--- config.mk ---
export PLATFORM = sky130hd
export DESIGN_NAME = rr_burst_scheduler
export DESIGN_NICKNAME = d
export VERILOG_FILES = /design/src/rtl/rr_burst_scheduler.sv
export SDC_FILE = /design/constraint.sdc
export NUM_CORES = 1
export LEC_CHECK = 0
export CAP_MARGIN = 30
export CORE_ASPECT_RATIO = 0.9
export CORE_MARGIN = 1
export CORE_UTILIZATION = 35
export CTS_BUF_LIST = sky130_fd_sc_hd__clkbuf_16
export DETAILED_ROUTE_END_ITERATION = 8
export GPL_ROUTABILITY_DRIVEN = 0
export SETUP_SLACK_MARGIN = 0.05
export SLEW_MARGIN = 0
export SYNTH_ARGS = -nofsm -noshare
export SYNTH_HDL_FRONTEND = slang
export SYNTH_SLANG_ARGS = --single-unit
--- constraint.sdc ---
create_clock -name clk -period 2.9 [get_ports clk]
set_clock_uncertainty 0.2 [all_clocks]
set_input_delay 0.58 -clock clk [delete_from_list [all_inputs] [get_ports clk]]
set_output_delay 0.58 -clock clk [all_outputs]
set_load 0.03 [all_outputs]
--- src/rtl/rr_burst_scheduler.sv ---
// rr_burst_scheduler: round-robin arbiter that hands a single registered
// output channel to one requester at a time for a whole burst. A grant ends
// on req_last or after MAX_BURST beats, whichever comes first.
module rr_burst_scheduler #(
    parameter int TOTAL     = 4,
    parameter int WIDTH     = 8,
    parameter int MAX_BURST = 4
) (
    input  logic                       clk,
    input  logic                       rst,
    input  logic [TOTAL-1:0]           req_valid,
    input  logic [TOTAL*WIDTH-1:0]     req_data,
    input  logic [TOTAL-1:0]           req_last,
    output logic [TOTAL-1:0]           req_ready,
    output logic                       out_valid,
    output logic [WIDTH-1:0]           out_data,
    output logic                       out_last,
    output logic [$clog2(TOTAL)-1:0]   out_src,
    input  logic                       out_ready,
    output logic                       busy
);

    localparam int SRC_W = $clog2(TOTAL);

    typedef enum logic {
        IDLE  = 1'b0,
        GRANT = 1'b1
    } state_t;

    state_t             state_q, state_d;
    logic [SRC_W-1:0]   ptr_q, ptr_d;
    logic [7:0]         beat_cnt_q, beat_cnt_d;
    logic               out_valid_q, out_valid_d;
    logic [WIDTH-1:0]   out_data_q, out_data_d;
    logic               out_last_q, out_last_d;
    logic [SRC_W-1:0]   out_src_q, out_src_d;

    logic [WIDTH-1:0]   data_arr [TOTAL];
    logic               out_free;
    logic               grant_open;
    logic               accept;
    logic               beat_last;
    logic               search_hit;
    logic [SRC_W-1:0]   search_sel;
    logic [SRC_W-1:0]   cand;

    // Unpack the flat payload bus so the granted lane can be picked by index.
    for (genvar gi = 0; gi < TOTAL; gi++) begin : g_unpack
        assign data_arr[gi] = req_data[WIDTH*gi +: WIDTH];
    end

    // The output register can take a new beat when it is empty or draining now.
    assign out_free   = ~out_valid_q | out_ready;
    assign grant_open = (state_q == GRANT) & out_free;
    assign accept     = grant_open & req_valid[ptr_q];
    // A beat closes the grant on a real last or when the burst cap is reached.
    assign beat_last  = req_last[ptr_q] | (beat_cnt_q == 8'(MAX_BURST - 1));

    // Only the granted requester ever sees ready, and only while in GRANT.
    for (genvar gi = 0; gi < TOTAL; gi++) begin : g_ready
        assign req_ready[gi] = grant_open & (ptr_q == SRC_W'(gi));
    end

    // Round-robin search: first valid requester strictly after the last grant.
    always_comb begin
        search_hit = 1'b0;
        search_sel = '0;
        cand       = '0;
        for (int k = 1; k <= TOTAL; k++) begin
            cand = SRC_W'((int'(ptr_q) + k) % TOTAL);
            if (!search_hit && req_valid[cand]) begin
                search_hit = 1'b1;
                search_sel = cand;
            end
        end
    end

    // Next-state logic for the grant FSM and the registered output stage.
    always_comb begin
        state_d     = state_q;
        ptr_d       = ptr_q;
        beat_cnt_d  = beat_cnt_q;
        out_valid_d = out_valid_q;
        out_data_d  = out_data_q;
        out_last_d  = out_last_q;
        out_src_d   = out_src_q;

        case (state_q)
            IDLE: begin
                if (search_hit) begin
                    state_d    = GRANT;
                    ptr_d      = search_sel;
                    beat_cnt_d = '0;
                end
            end
            GRANT: begin
                if (accept) begin
                    beat_cnt_d = beat_cnt_q + 8'd1;
                    if (beat_last) begin
                        state_d = IDLE;
                    end
                end
            end
            default: state_d = IDLE;
        endcase

        if (accept) begin
            out_valid_d = 1'b1;
            out_data_d  = data_arr[ptr_q];
            out_last_d  = beat_last;
            out_src_d   = ptr_q;
        end else if (out_valid_q && out_ready) begin
            out_valid_d = 1'b0;
        end
    end

    // State and output registers; reset drops any beat held for the consumer.
    always_ff @(posedge clk or posedge rst) begin
        if (rst) begin
            state_q     <= IDLE;
            ptr_q       <= SRC_W'(TOTAL - 1);
            beat_cnt_q  <= '0;
            out_valid_q <= 1'b0;
            out_data_q  <= '0;
            out_last_q  <= 1'b0;
            out_src_q   <= '0;
        end else begin
            state_q     <= state_d;
            ptr_q       <= ptr_d;
            beat_cnt_q  <= beat_cnt_d;
            out_valid_q <= out_valid_d;
            out_data_q  <= out_data_d;
            out_last_q  <= out_last_d;
            out_src_q   <= out_src_d;
        end
    end

    assign out_valid = out_valid_q;
    assign out_data  = out_data_q;
    assign out_last  = out_last_q;
    assign out_src   = out_src_q;
    assign busy      = (state_q == GRANT);

endmodule

==> run metrics <==
worst path buffer plus inverter count=2; async set-reset flop share out of synthesis=100%; effective utilization at floorplan=37.0%; quantity of I/O buffers inserted on ports=59; worst slew margin relative to its limit=approximately 60%; logic depth of the worst setup path including buffers=4; Initial DRT Pass Iterations=4; aggregate negative setup slack=0 ns; Max VDD drop=between 400 and 500 µV; cell accounting for the most synthesized area=sky130_fd_sc_hd__dfrtp_1; post-layout net count=273; portion of the post-synthesis area used by sequential elements=between 30% and 40%; first-pass GRT wire length=a little under 7000 µm; Die Y=67.8 µm; TritonCTS clock tree=yes; Worst Tran Pin Value=between 0.5 and 0.6 ns; outcome=complete, no violations; slowest stage cell, crit path=sky130_fd_sc_hd__clkdlybuf4s50_1; GR Util met1=22.8%; Critical Path Start=out_ready; proportion of total power due to net switching=44.2%; hold wc startpoint=out_last; synthesized area=around 1700 µm²; RSZ-0062 raised after global routing=no; beginning of the worst register-to-register path=ptr_q[0]; routed length per placed instance=15.5 µm; Final min period=2.55 ns; critical path arrival=1.77 ns; Post-Synthesis Net Count=214; H-tree depth reported by CTS=1; area share of the largest cell type after synthesis=31.2%; share of the clock period used by the worst path=between 80% and 90%; power dissipated by switching net loads=0.00102 W; worst hold slack after final layout=0.276 ns; Synth Area per Inst=10.1 µm²; CP Class=in2out; post-synthesis register bit count=23; relative contribution of sequential cells to total power=25.1%; latest clock arrival within the worst-skew pair=~0.26 ns; number of nets with antenna violations after detailed routing=0; via count of the first global-routing pass=1469; antenna fix cells=0; kind of cell with the highest combined delay on the critical path=buffers and inverters; x dimension of the die=75.1 µm; nature of the critical path endpoint=primary output; Max Root-Sink Buffers=2; met3 track utilization from global routing=2.99%; number of violations reported at the end of detailed-routing iteration 0=between 70 and 80; std cell rows=23; number of enable flip-flop cells after synthesis=0; commonest cells in the synthesized netlist=30 x sky130_fd_sc_hd__nand2_1, 21 x sky130_fd_sc_hd__dfrtp_1, 10 x sky130_fd_sc_hd__mux4_2; dpl hpwl=3390 µm; count of mapped cells out of synthesis=166; WP data required=roughly 2.1 ns; Most Used Layer, Global Route=met2; Hold Fails Final Rpt=0; number of cell instances on the worst register-to-register path=6; Max Fanout on Critical Path=9; f_max=393 MHz; cell depth of the worst hold path=1; startpoint type of the worst setup path=primary input; Reg2Reg Setup Slack=approximately 0.42 ns; clock network power share=12.9%; clock tree root driver cell=sky130_fd_sc_hd__clkbuf_16; largest net degree at the start of global routing=24; Routed Wire Length=4420 µm; Top-Level Pins=60; power density over the cells=969 nW/µm²; fraction of met2 tracks used by global routing=31.0%; overflow left after global routing=0; dominant cell by count in the synthesized netlist=sky130_fd_sc_hd__nand2_1; via count=1519; count of synthesis-stage warnings from yosys=0; overall die area=5090 µm²; cell internal power dissipation=0.00129 W; Syn-to-layout area delta=41.5%; leading cell types by total area after synthesis=sky130_fd_sc_hd__dfrtp_1 31%, sky130_fd_sc_hd__mux4_2 13%, sky130_fd_sc_hd__nand2_1 6.7%; leakage power=1.03 nW; count of distinct cell types in the synthesized netlist=46; endpoints failing setup=0; sinks on the clock net=23; post-detailed-route DRC marker count=0; area inside the core boundary=4550 µm²; Worst-path clk slew=0.06 ns; post-cts hold buffer count=0; post-cts gate resize count=0; reg-to-reg endpoint=ptr_q[1]; peak per-stage delay on the critical path=about 0.5 ns; most used flip-flop cell after synthesis=sky130_fd_sc_hd__dfrtp_1; fraction of layout instances using a drive strength above 1=17.9%; number of post-CTS setup repair buffers=0; max-slew violation count=0; antenna violations before repair=0; overall fraction of global-route tracks in use=17.9%; ordered cell list for the critical path=clkdlybuf4s50_1 > nand2b_1 > and3_1 > buf_4; Hold Path Sink=out_last; post-layout power=0.00231 W; max capacitance violation total=0; clock buffer count from CTS=3; worst min-delay path category=reg2reg; relative contribution of combinational cells to total power=between 60% and 70%; number of vias per cell after detailed routing=5.31
==> power groups by stage <==
stage	registers, W	logic (W)	clock network, W
3_3_place_gp	0.000579	0.00140	0
4_1_cts	0.000581	0.00144	0.000304
2_1_floorplan	0.000736	0.000867	0
6_report	0.000580	0.00143	0.000297
5_1_grt	0.000598	0.00155	0.000314
3_5_place_dp	0.000584	0.00144	0
==> cells by family after synthesis <==
kind of cell / count (synthesis) / synth area share [%]
AND/OR/NAND/NOR: 66 / 22.6
AO/OA/AOI/OAI: 31 / 12.3
flip-flops: 23 / 34.3
buffers and inverters: 21 / 7.65
multiplexers: 20 / 19.4
adder cells (fa/ha/maj): 5 / 3.71
==> state kept, by name (all words and copies together) (netlist names) <==
signal,count
beat_cnt_q,8
out_data,8
out_src,2
ptr_q,2
busy,1
out_last,1
out_valid,1
==> worst register-to-register path: stages, from the launching register on <==
cell and delay (ns):
sky130_fd_sc_hd__dfstp_2 0.67, sky130_fd_sc_hd__inv_1 0.13, sky130_fd_sc_hd__ha_1 0.39, sky130_fd_sc_hd__inv_1 0.10, sky130_fd_sc_hd__or4_1 0.46, sky130_fd_sc_hd__a311oi_1 0.33
sky130_fd_sc_hd__a2bb2oi_1 0.12
==> layout make-up <==
class	count	area, µm²
Tap cell	62	77.6
Sequential cell	23	578
Clock inverter	1	3.75
Fill cell	417	2160
Clock buffer	3	75.1
Inverter	8	30.0
Multi-Input combinational cell	122	977
Timing Repair Buffer	67	641
==> per-layer routing <==
metal  vias to the layer above  wire (µm)  share of wire [%]
met3                         7        121                2.7
met2                        34       2340                 53
met1                       763       1910                 43
li1                        715          -                  -
met4                         0         53                1.2
met5                         -          0                  0
==> per-stage QoR <==
| stage | worst slack (ns) | utilization, % | instances | cell area [µm²] |
|---|---|---|---|---|
| after floorplan | 0.349 | - | 166 | 1680 |
| after global placement | 0.386 | 50.7 | 282 | 2300 |
| after detailed placement | 0.381 | 50.7 | 282 | 2300 |
| after CTS | 0.367 | 52.4 | 286 | 2380 |
| after global routing | 0.227 | 52.4 | 286 | 2380 |
| final | 0.355 | 52.4 | 286 | 2380 |
==> how the worst max path moves through the flow <==
stage	end	slack, ns
finish	req_ready[2]	0.35
global route	ptr_q[1]	0.23
CTS	req_ready[2]	0.37
detailed placement	req_ready[2]	0.38
global placement	req_ready[0]	0.39
floorplan	ptr_q[1]	0.35
==> cells in the final DEF (no fill, tap or decap), types with 3 or more instances in the layout <==
cell type	instances
sky130_fd_sc_hd__nand3_1	3
sky130_fd_sc_hd__mux4_2	10
sky130_fd_sc_hd__nand2b_1	4
sky130_fd_sc_hd__inv_1	9
sky130_fd_sc_hd__and3_1	4
sky130_fd_sc_hd__mux2i_1	9
sky130_fd_sc_hd__o21ai_0	9
sky130_fd_sc_hd__clkbuf_16	3
sky130_fd_sc_hd__buf_4	12
sky130_fd_sc_hd__a21oi_1	6
sky130_fd_sc_hd__clkdlybuf4s50_1	55
sky130_fd_sc_hd__dfrtp_1	21
sky130_fd_sc_hd__nand2_1	30
sky130_fd_sc_hd__nor2_1	6
sky130_fd_sc_hd__ha_1	5
(Power assumes the default switching activity.)
